<file path="src/rtl/exec_pkg.sv">
// Shared constants and types for the execute stage: ALU/MDU operation codes,
// forwarding selects and the MDU sequencing state.
package exec_pkg;

  localparam logic [4:0] OP_ADD   = 5'b00000;
  localparam logic [4:0] OP_SUB   = 5'b01000;
  localparam logic [4:0] OP_SLL   = 5'b00001;
  localparam logic [4:0] OP_SLT   = 5'b00010;
  localparam logic [4:0] OP_SLTU  = 5'b00011;
  localparam logic [4:0] OP_XOR   = 5'b00100;
  localparam logic [4:0] OP_SRL   = 5'b00101;
  localparam logic [4:0] OP_SRA   = 5'b01101;
  localparam logic [4:0] OP_OR    = 5'b00110;
  localparam logic [4:0] OP_AND   = 5'b00111;
  localparam logic [4:0] OP_MUL   = 5'b10000;
  localparam logic [4:0] OP_MULHU = 5'b10001;
  localparam logic [4:0] OP_DIV   = 5'b10100;
  localparam logic [4:0] OP_DIVU  = 5'b10101;
  localparam logic [4:0] OP_REM   = 5'b10110;
  localparam logic [4:0] OP_REMU  = 5'b10111;

  localparam logic [1:0] FWD_PORT = 2'b00;
  localparam logic [1:0] FWD_EX   = 2'b01;
  localparam logic [1:0] FWD_MEM  = 2'b10;

  typedef enum logic {
    ST_IDLE = 1'b0,
    ST_BUSY = 1'b1
  } state_e;

  function automatic logic is_mdu_op(input logic [4:0] op);
    case (op)
      OP_MUL, OP_MULHU, OP_DIV, OP_DIVU, OP_REM, OP_REMU: return 1'b1;
      default: return 1'b0;
    endcase
  endfunction

endpackage

</file>
<file path="src/rtl/exec_mdu.sv">
// Iterative radix-2 multiply/divide datapath, one step per cycle when step_i.
// Present only when EXEC_MDU_EN is defined.
`ifdef EXEC_MDU_EN
module exec_mdu
  import exec_pkg::*;
#(
  parameter int unsigned XLEN = 32
) (
  input  logic            clk,
  input  logic            rst,
  input  logic            start_i,
  input  logic            step_i,
  input  logic [4:0]      op_i,
  input  logic [XLEN-1:0] opa_i,
  input  logic [XLEN-1:0] opb_i,
  output logic [XLEN-1:0] res_c
);

  logic [XLEN-1:0] hi_q, hi_d, lo_q, lo_d, dvsr_q, dvsr_d, dvd_q, dvd_d;
  logic [4:0]      op_q, op_d;
  logic            qneg_q, qneg_d, rneg_q, rneg_d, dz_q, dz_d;
  logic            start_mul_c, start_sgn_c, mul_c;
  logic [XLEN:0]   sum_c, shl_c, trial_c;
  logic [XLEN-1:0] quo_c, rem_c;

  assign start_mul_c = (op_i == OP_MUL) | (op_i == OP_MULHU);
  assign start_sgn_c = (op_i == OP_DIV) | (op_i == OP_REM);
  assign mul_c       = (op_q == OP_MUL) | (op_q == OP_MULHU);

  // Load on start; otherwise shift-add multiply or restoring divide on magnitudes
  always_comb begin
    hi_d    = hi_q;
    lo_d    = lo_q;
    dvsr_d  = dvsr_q;
    dvd_d   = dvd_q;
    op_d    = op_q;
    qneg_d  = qneg_q;
    rneg_d  = rneg_q;
    dz_d    = dz_q;
    sum_c   = '0;
    shl_c   = '0;
    trial_c = '0;
    if (start_i) begin
      op_d   = op_i;
      hi_d   = '0;
      dvd_d  = opa_i;
      dz_d   = (opb_i == '0);
      qneg_d = start_sgn_c & (opa_i[XLEN-1] ^ opb_i[XLEN-1]);
      rneg_d = start_sgn_c & opa_i[XLEN-1];
      if (start_mul_c) begin
        lo_d   = opa_i;
        dvsr_d = opb_i;
      end else begin
        lo_d   = (start_sgn_c & opa_i[XLEN-1]) ? -opa_i : opa_i;
        dvsr_d = (start_sgn_c & opb_i[XLEN-1]) ? -opb_i : opb_i;
      end
    end else if (step_i) begin
      if (mul_c) begin
        sum_c = {1'b0, hi_q} + (lo_q[0] ? {1'b0, dvsr_q} : '0);
        hi_d  = sum_c[XLEN:1];
        lo_d  = {sum_c[0], lo_q[XLEN-1:1]};
      end else begin
        shl_c   = {hi_q, lo_q[XLEN-1]};
        trial_c = shl_c - {1'b0, dvsr_q};
        if (!trial_c[XLEN]) begin
          hi_d = trial_c[XLEN-1:0];
          lo_d = {lo_q[XLEN-2:0], 1'b1};
        end else begin
          hi_d = shl_c[XLEN-1:0];
          lo_d = {lo_q[XLEN-2:0], 1'b0};
        end
      end
    end
  end

  // Final result taken from the post-step values so it can be registered on the last step
  always_comb begin
    quo_c = qneg_q ? -lo_d : lo_d;
    rem_c = rneg_q ? -hi_d : hi_d;
    case (op_q)
      OP_MUL:          res_c = lo_d;
      OP_MULHU:        res_c = hi_d;
      OP_DIV, OP_DIVU: res_c = dz_q ? '1 : quo_c;
      default:         res_c = dz_q ? dvd_q : rem_c;
    endcase
  end

  always_ff @(posedge clk or negedge rst) begin
    if (!rst) begin
      hi_q   <= '0;
      lo_q   <= '0;
      dvsr_q <= '0;
      dvd_q  <= '0;
      op_q   <= OP_ADD;
      qneg_q <= 1'b0;
      rneg_q <= 1'b0;
      dz_q   <= 1'b0;
    end else begin
      hi_q   <= hi_d;
      lo_q   <= lo_d;
      dvsr_q <= dvsr_d;
      dvd_q  <= dvd_d;
      op_q   <= op_d;
      qneg_q <= qneg_d;
      rneg_q <= rneg_d;
      dz_q   <= dz_d;
    end
  end

endmodule
`endif

</file>
<file path="src/rtl/exec_unit.sv">
// Execute stage: forwarding, single-cycle ALU and branch target, plus an optional
// iterative multiply/divide unit enabled by the EXEC_MDU_EN macro.
module exec_unit
  import exec_pkg::*;
#(
  parameter int unsigned XLEN = 32
) (
  input  logic            clk,
  input  logic            rst,
  input  logic            flush,
  input  logic            in_valid,
  output logic            in_ready,
  input  logic [4:0]      alu_control,
  input  logic [XLEN-1:0] opa_in,
  input  logic [XLEN-1:0] opb_in,
  input  logic [XLEN-1:0] pc_in,
  input  logic [1:0]      forward_a,
  input  logic [1:0]      forward_b,
  input  logic [XLEN-1:0] ex_data,
  input  logic [XLEN-1:0] mem_data,
  output logic            out_valid,
  output logic [XLEN-1:0] result,
  output logic [XLEN-1:0] branch_target,
  output logic            busy
);

  localparam int unsigned SH_W = $clog2(XLEN);

  logic [XLEN-1:0] opa_c, opb_c, alu_res_c;
  logic [SH_W-1:0] shamt_c;
  logic            accept_c;
  logic            out_valid_q, out_valid_d;
  logic [XLEN-1:0] result_q, result_d, bt_q, bt_d;

  // Operand forwarding from later pipeline stages
  always_comb begin
    case (forward_a)
      FWD_EX:   opa_c = ex_data;
      FWD_MEM:  opa_c = mem_data;
      FWD_PORT: opa_c = opa_in;
      default:  opa_c = opa_in;
    endcase
    case (forward_b)
      FWD_EX:   opb_c = ex_data;
      FWD_MEM:  opb_c = mem_data;
      FWD_PORT: opb_c = opb_in;
      default:  opb_c = opb_in;
    endcase
  end

  always_comb begin
    shamt_c = opb_c[SH_W-1:0];
    case (alu_control)
      OP_SUB:  alu_res_c = opa_c - opb_c;
      OP_SLL:  alu_res_c = opa_c << shamt_c;
      OP_SLT:  alu_res_c = XLEN'($signed(opa_c) < $signed(opb_c));
      OP_SLTU: alu_res_c = XLEN'(opa_c < opb_c);
      OP_XOR:  alu_res_c = opa_c ^ opb_c;
      OP_SRL:  alu_res_c = opa_c >> shamt_c;
      OP_SRA:  alu_res_c = XLEN'($signed(opa_c) >>> shamt_c);
      OP_OR:   alu_res_c = opa_c | opb_c;
      OP_AND:  alu_res_c = opa_c & opb_c;
      default: alu_res_c = opa_c + opb_c;
    endcase
  end

`ifdef EXEC_MDU_EN
  localparam int unsigned CNT_W = $clog2(XLEN + 1);

  state_e          state_q, state_d;
  logic [CNT_W-1:0] cnt_q, cnt_d;
  logic            in_ready_q, in_ready_d, busy_q, busy_d;
  logic            mdu_start_c, mdu_step_c, is_mdu_c;
  logic [XLEN-1:0] mdu_res_c;

  assign is_mdu_c = is_mdu_op(alu_control);
  assign accept_c = in_valid & in_ready_q & ~flush;

  exec_mdu #(.XLEN(XLEN)) u_mdu (
    .clk     (clk),
    .rst     (rst),
    .start_i (mdu_start_c),
    .step_i  (mdu_step_c),
    .op_i    (alu_control),
    .opa_i   (opa_c),
    .opb_i   (opb_c),
    .res_c   (mdu_res_c)
  );

  // Issue/sequence FSM: ALU ops complete next cycle, MDU ops run XLEN steps in BUSY
  always_comb begin
    state_d     = state_q;
    cnt_d       = cnt_q;
    out_valid_d = 1'b0;
    result_d    = result_q;
    bt_d        = bt_q;
    mdu_start_c = 1'b0;
    mdu_step_c  = 1'b0;
    case (state_q)
      ST_IDLE: begin
        if (accept_c) begin
          bt_d = pc_in + opb_c;
          if (is_mdu_c) begin
            state_d     = ST_BUSY;
            cnt_d       = CNT_W'(XLEN);
            mdu_start_c = 1'b1;
          end else begin
            result_d    = alu_res_c;
            out_valid_d = 1'b1;
          end
        end
      end
      ST_BUSY: begin
        if (flush) begin
          state_d = ST_IDLE;
          cnt_d   = '0;
        end else begin
          mdu_step_c = 1'b1;
          cnt_d      = cnt_q - CNT_W'(1);
          if (cnt_q == CNT_W'(1)) begin
            state_d     = ST_IDLE;
            out_valid_d = 1'b1;
            result_d    = mdu_res_c;
          end
        end
      end
      default: state_d = ST_IDLE;
    endcase
    in_ready_d = (state_d == ST_IDLE);
    busy_d     = ~in_ready_d;
  end

  always_ff @(posedge clk or negedge rst) begin
    if (!rst) begin
      state_q    <= ST_IDLE;
      cnt_q      <= '0;
      in_ready_q <= 1'b1;
      busy_q     <= 1'b0;
    end else begin
      state_q    <= state_d;
      cnt_q      <= cnt_d;
      in_ready_q <= in_ready_d;
      busy_q     <= busy_d;
    end
  end

  assign in_ready = in_ready_q;
  assign busy     = busy_q;
`else
  assign accept_c = in_valid & ~flush;
  assign in_ready = 1'b1;
  assign busy     = 1'b0;

  // Every op, including multiply/divide codes, completes as a single-cycle ALU op
  always_comb begin
    out_valid_d = accept_c;
    result_d    = accept_c ? alu_res_c : result_q;
    bt_d        = accept_c ? (pc_in + opb_c) : bt_q;
  end
`endif

  always_ff @(posedge clk or negedge rst) begin
    if (!rst) begin
      out_valid_q <= 1'b0;
      result_q    <= '0;
      bt_q        <= '0;
    end else begin
      out_valid_q <= out_valid_d;
      result_q    <= result_d;
      bt_q        <= bt_d;
    end
  end

  assign out_valid     = out_valid_q;
  assign result        = result_q;
  assign branch_target = bt_q;

endmodule

</file>
<file path="config.mk">
export PLATFORM = sky130hd
export DESIGN_NAME = exec_unit
export DESIGN_NICKNAME = d
export VERILOG_FILES = /design/src/rtl/exec_pkg.sv /design/src/rtl/exec_mdu.sv /design/src/rtl/exec_unit.sv
export SDC_FILE = /design/constraint.sdc
export NUM_CORES = 1
export LEC_CHECK = 0
export BUFFER_PORTS_ARGS = -buffer_cell sky130_fd_sc_hd__buf_2
export CORE_ASPECT_RATIO = 0.6
export CORE_MARGIN = 2
export CORE_UTILIZATION = 54
export DETAILED_ROUTE_END_ITERATION = 8
export PLACE_DENSITY_LB_ADDON = 0.25
export SETUP_SLACK_MARGIN = 0.4
export SLEW_MARGIN = 20
export SYNTH_ARGS = -nofsm -noshare
export SYNTH_HDL_FRONTEND = slang
export SYNTH_SLANG_ARGS = --single-unit
</file>
<file path="constraint.sdc">
create_clock -name clk -period 0.9 [get_ports clk]
set_input_delay 0 -clock clk [delete_from_list [all_inputs] [get_ports clk]]
set_output_delay 0 -clock clk [all_outputs]
set_load 0.005 [all_outputs]
</file>
==> results of run 1 <==
==> through the flow <==
stage,TNS (ns),instances,worst slack [ns]
global placement,-153.08,3045,-3.25
floorplan,-128.19,1964,-2.59
CTS,-116.41,3153,-2.31
detailed placement,-160.53,3045,-3.32
==> routing by layer <==
layer,overflow,track usage
met1,76,0.892
met2,864,1.15
met3,87,0.830
met4,407,1.09
met5,22,0.661
==> cells by family after synthesis <==
family,Yosys count,synth area share
DFF,65,0.119
xor gates and xnor gates,51,0.0326
buffers and inverters,266,0.0786
other,2,0.000548
adders and majority gates,133,0.123
muxes,116,0.0893
AOI/OAI and AO/OA,758,0.372
and+or+nand+nor,573,0.185
==> repair_timing <==
item,CTS
gates cloned,6
buffers inserted,86
setup endpoints to repair,129
resized for setup,487
hold endpoints to repair,66
pin swaps,162
==> metrics.md, run 1 <==
| Metric | Value |
|---|---|
| Synth top cells by count | nand2_1 (219), nor2_1 (186), a21oi_1 (167), o21ai_0 (163), ha_1 (130) |
| Port-buffer cells | 237 |
| TritonCTS buffer count | 9 |
| Initial core utilization | 0.545 |
| Die Span Y | 127 um |
| CTS Sinks | 65 |
| Dpl cell area | 0.0202 sq mm |
| Top FF cell, synth | dfrtp_1 |
| Clock Tree Buf Depth | 2 |
| Post-synth ARST share | 1.00 |
| Post-synth top area cell | dfrtp_1 |
| Total GRT Usage | 0.967 |
| RePlAce Congestion | 1.29 |
| Synth area leaders | dfrtp_1 (12%), ha_1 (12%), a21oi_1 (6.1%) |
| Rows | 45 |
| Most frequent cell after synthesis | nand2_1 |
| Yosys top cell area share | 0.119 |
| Library cells used by synthesis | 90 |
| Mean Syn Cell Area | 6.97 sq um |
| HPWL Detailed | 58100 um |
| Grt total ovfl | 1456 |
| Post-synthesis cell count | 1964 |
| Yosys warns | 0 |
| Outcome | aborted with a tool error |
| Chip Width | 210 um |
| Largest net degree at the start of global routing | 72 |
| #FFs+latches synth | 65 |
| I/O pin count | 240 |
| Err | [ERROR GRT-0116] Global routing finished with congestion. Check the congestion regions in the DRC Viewer. |
| First-pass GRT wire length | 197000 um |
| Post-Syn Area | 0.0137 sq mm |
| Seq/Total Area, Yosys | 0.119 |
| Vias in the first global route | 29544 |
| EDFF count, synth | 0 |
| Mapped Nets | 2270 |
| H-tree level count | 3 |
| Halt point of the flow | 5_1_grt |
| Root Driver | clkbuf_16 |
==> run 2, diff against run 1 <==
--- a/config.mk
+++ b/config.mk
@@ -6,12 +6,10 @@
 export NUM_CORES = 1
 export LEC_CHECK = 0
 export BUFFER_PORTS_ARGS = -buffer_cell sky130_fd_sc_hd__buf_2
-export CORE_ASPECT_RATIO = 0.6
 export CORE_MARGIN = 2
-export CORE_UTILIZATION = 54
+export CORE_UTILIZATION = 40
 export DETAILED_ROUTE_END_ITERATION = 8
-export PLACE_DENSITY_LB_ADDON = 0.25
-export SETUP_SLACK_MARGIN = 0.4
+export PLACE_DENSITY_LB_ADDON = 0.15
 export SLEW_MARGIN = 20
 export SYNTH_ARGS = -nofsm -noshare
 export SYNTH_HDL_FRONTEND = slang
==> constraint.sdc (replaced) <==
create_clock -name clk -period 1.2 [get_ports clk]
set_input_delay 0 -clock clk [delete_from_list [all_inputs] [get_ports clk]]
set_output_delay 0 -clock clk [all_outputs]
set_load 0.005 [all_outputs]
==> run 2 against run 1 <==
Compared with the run above: the flow now finishes, with violations (negative hold slack, negative setup slack); area after synthesis unchanged; synthesized cell count unchanged.
==> metrics.md, run 2 <==
| Metric | Value |
|---|---|
| Outcome | finished with violations |
| Failing checks | negative hold slack, negative setup slack |
| Clock Tree Buf Depth | 2 (unchanged) |
| EDFF count, synth | 0 (unchanged) |
| First DRT Iteration DRCs | 2556 |
| CTS Sinks | 65 (unchanged) |
| Post-synthesis cell count | 1964 (unchanged) |
| I/O pin count | 240 (unchanged) |
| Tmin final | 3.37 ns |
| Maximum VDD drop | 0.916 mV |
| Non-Filler Instances | 3374 |
| Reg clk slew, reported paths | 0.07 ns |
| Routed Wire Length | 86800 um |
| Final max-slew violation count | 0 |
| Final hold slack | -0.0432 ns |
| RSZ-0062 raised after global routing | true |
| Total power | 30.6 mW |
| Max-cap viol count | 0 |
| Critical path fanouts, max | 6 |
| Seq/Total Area, Yosys | 0.119 (unchanged) |
| Chip Width | 189 um (-9.8%) |
| Library cells used by synthesis | 90 (unchanged) |
| Port-buffer cells | 237 (unchanged) |
| Yosys warns | 0 (unchanged) |
| Top FF cell, synth | dfrtp_1 |
| Fin nets | 3226 |
| #FFs+latches synth | 65 (unchanged) |
| Flop2flop setup slack | 0.14 ns |
| Commonest non-fill, non-tap cell in the layout | buf_4 |
| Antenna violations before repair | 4 |
| Nature of the critical path startpoint | input pin |
| Register area | 0.00163 sq mm |
| Worst slew pin tran | 0.699 ns |
| Final core occ | 0.742 |
| Ratio of final minimum period to clock period | 2.80 |
| Final hold vios | 1 |
| CORE AREA | 0.0336 sq mm |
| Mapped Nets | 2270 (unchanged) |
| RePlAce Congestion | 1.10 (-15%) |
| Hold Path Origin | pc_in[0] |
| LEAKAGE | 11.7 nW |
| Largest net degree at the start of global routing | 64 |
| Initial core utilization | 0.407 (-0.138) |
| Multi-input logic area | 0.0136 sq mm |
| Slew margin rel. | 0.534 |
| Cell Pwr Density | 1230 mW/mm^2 |
| Max Clock Freq | 297 MHz |
| Synth top cells by count | nand2_1 (219), nor2_1 (186), a21oi_1 (167), o21ai_0 (163), ha_1 (130) |
| Routed wire per std cell | 25.7 um |
| CTS tree | yes |
| # hold bufs at CTS | 1 |
| Root Driver | clkbuf_16 |
| Rows | 67 (+49%) |
| First-pass GRT wire length | 126000 um |
| Total GRT Usage | 0.466 |
| HPWL Detailed | 66800 um (+15%) |
| 1st-pass router iterations | 6 |
| Mean Syn Cell Area | 6.97 sq um (unchanged) |
| Via density per instance | 6.25 |
| Share of cells above drive strength 1 | 0.531 |
| Die area | 0.0357 sq mm |
| Post-synth ARST share | 1.00 (unchanged) |
| PnR worst setup slack | -2.17 ns |
| Final setup vio count | 63 |
| Dpl ws | -2.87 ns (+0.452 ns) |
| Worst Skew | 0 ns |
| Hold path cells | 4 |
| Clock Latency Late Sink | 0.38 ns |
| Placed insts | 3268 (+7.3%) |
| Vias in the first global route | 20381 |
| Die Span Y | 189 um (+48%) |
| ANT nets after route | 0 |
| # DRC | 0 |
| Grt total ovfl | 0 |
| Most frequent cells in the layout | buf_4 (744), buf_2 (233), nand2_1 (207) |
| Critical Path RT | 1.47 ns |
| Critical R2R Launch | result[31] |
| Most frequent cell after synthesis | nand2_1 |
| R2r worst-path depth | 3 |
| Fill count | 2588 |
| Post-synth top area cell | dfrtp_1 |
| Setup TNS | -106.91 ns |
| Worst hold path type | input pin to register |
| Area Overhead vs Synth | 82.2% |
| CP Data Arrival Time | 3.64 ns |
| Hold EP | branch_target[0] |
| Post-Syn Area | 0.0137 sq mm (unchanged) |
| H-tree level count | 3 (unchanged) |
| Worst setup EP type | register |
| Yosys top cell area share | 0.119 (unchanged) |
| DR vias | 21075 |
| FF-to-FF End | result[31] |
| Synth area leaders | dfrtp_1 (12%), ha_1 (12%), a21oi_1 (6.1%) |
| Crit Path Category | input pin to register |
| TritonCTS buffer count | 9 (unchanged) |
## run 2: worst max path at each step
| stage | from | endpoint | cells after the start |
|---|---|---|---|
| after floorplan | forward_b[1] | result[31] | 19 |
| after global placement | forward_b[1] | result[28] | 20 |
| after detailed placement | forward_b[0] | result[29] | 18 |
| after CTS | forward_b[1] | result[17] | 22 |
| after global routing | forward_b[1] | result[24] | 22 |
| final | forward_b[0] | result[28] | 22 |
## run 2: through the flow
step / hold slack [ns] / instance area (sq um)
final: -0.0432 / 24900
after global routing: -0.0248 / 24900
after CTS: -0.0432 / 24000
after detailed placement: -0.0737 / 21100
after global placement: -0.0744 / 21100
after floorplan: -0.296 / 14200
## run 2: cells by family (layout without fill, tap and decap cells)
group           Yosys count  after routing  share of synthesized area
compound gates          758            758                      0.372
xor+xnor                 51             51                     0.0326
fa+ha+maj               133            133                      0.123
buf+inv                 266           1227                     0.0786
flops                    65             65                      0.119
mux                     116            116                     0.0893
other cells               2              3                   0.000548
simple gates            573            573                      0.185
## run 2: final cells by class
type	count	share of cell area
diodes	1	0.000100
repair buffers	1096	0.339
flip-flops and latches	65	0.0652
inverters	115	0.0184
multi-input cells	1633	0.544
clock buffers	9	0.00903
clock inverters	7	0.00216
well taps	448	0.0225
## run 2: layer usage
metal | wire length, um | track usage | part of all wire
met4 | 6820 | 0.291 | 0.079
met2 | 36600 | 0.712 | 0.42
met3 | 9900 | 0.124 | 0.11
met5 | 38 | 0 | 0.00044
met1 | 33500 | 0.581 | 0.39
## run 2: power by group
group	switching (mW)	internal [mW]	total, mW
sequential	0.464	2.81	3.27
combinational	12.8	11.7	24.5
clock	1.46	1.42	2.89
total	14.7	15.9	30.6
## run 2: worst max-delay path: stages
cell	delay, ns
buf_6	0.10
buf_6	0.10
inv_4	0.05
ha_4	0.24
buf_6	0.16
a221oi_4	0.22
a21oi_4	0.09
buf_6	0.13
ha_4	0.16
inv_2	0.05
fa_2	0.20
nor2b_2	0.06
o211a_1	0.26
o211ai_1	0.34
nand3_2	0.24
a221oi_2	0.32
buf_4	0.17
inv_2	0.04
a31oi_1	0.19
xor2_1	0.16
nor2_1	0.05
o32a_1	0.28
## run 2: timing repair
item                                    CTS  global route
pin swaps                               145           108
endpoints found under the setup margin   64            64
cloned                                    7             3
buffers inserted                         59            36
resized for setup                       460           174
hold endpoints to repair                 66             1
Power figures use the tool's default switching activity.
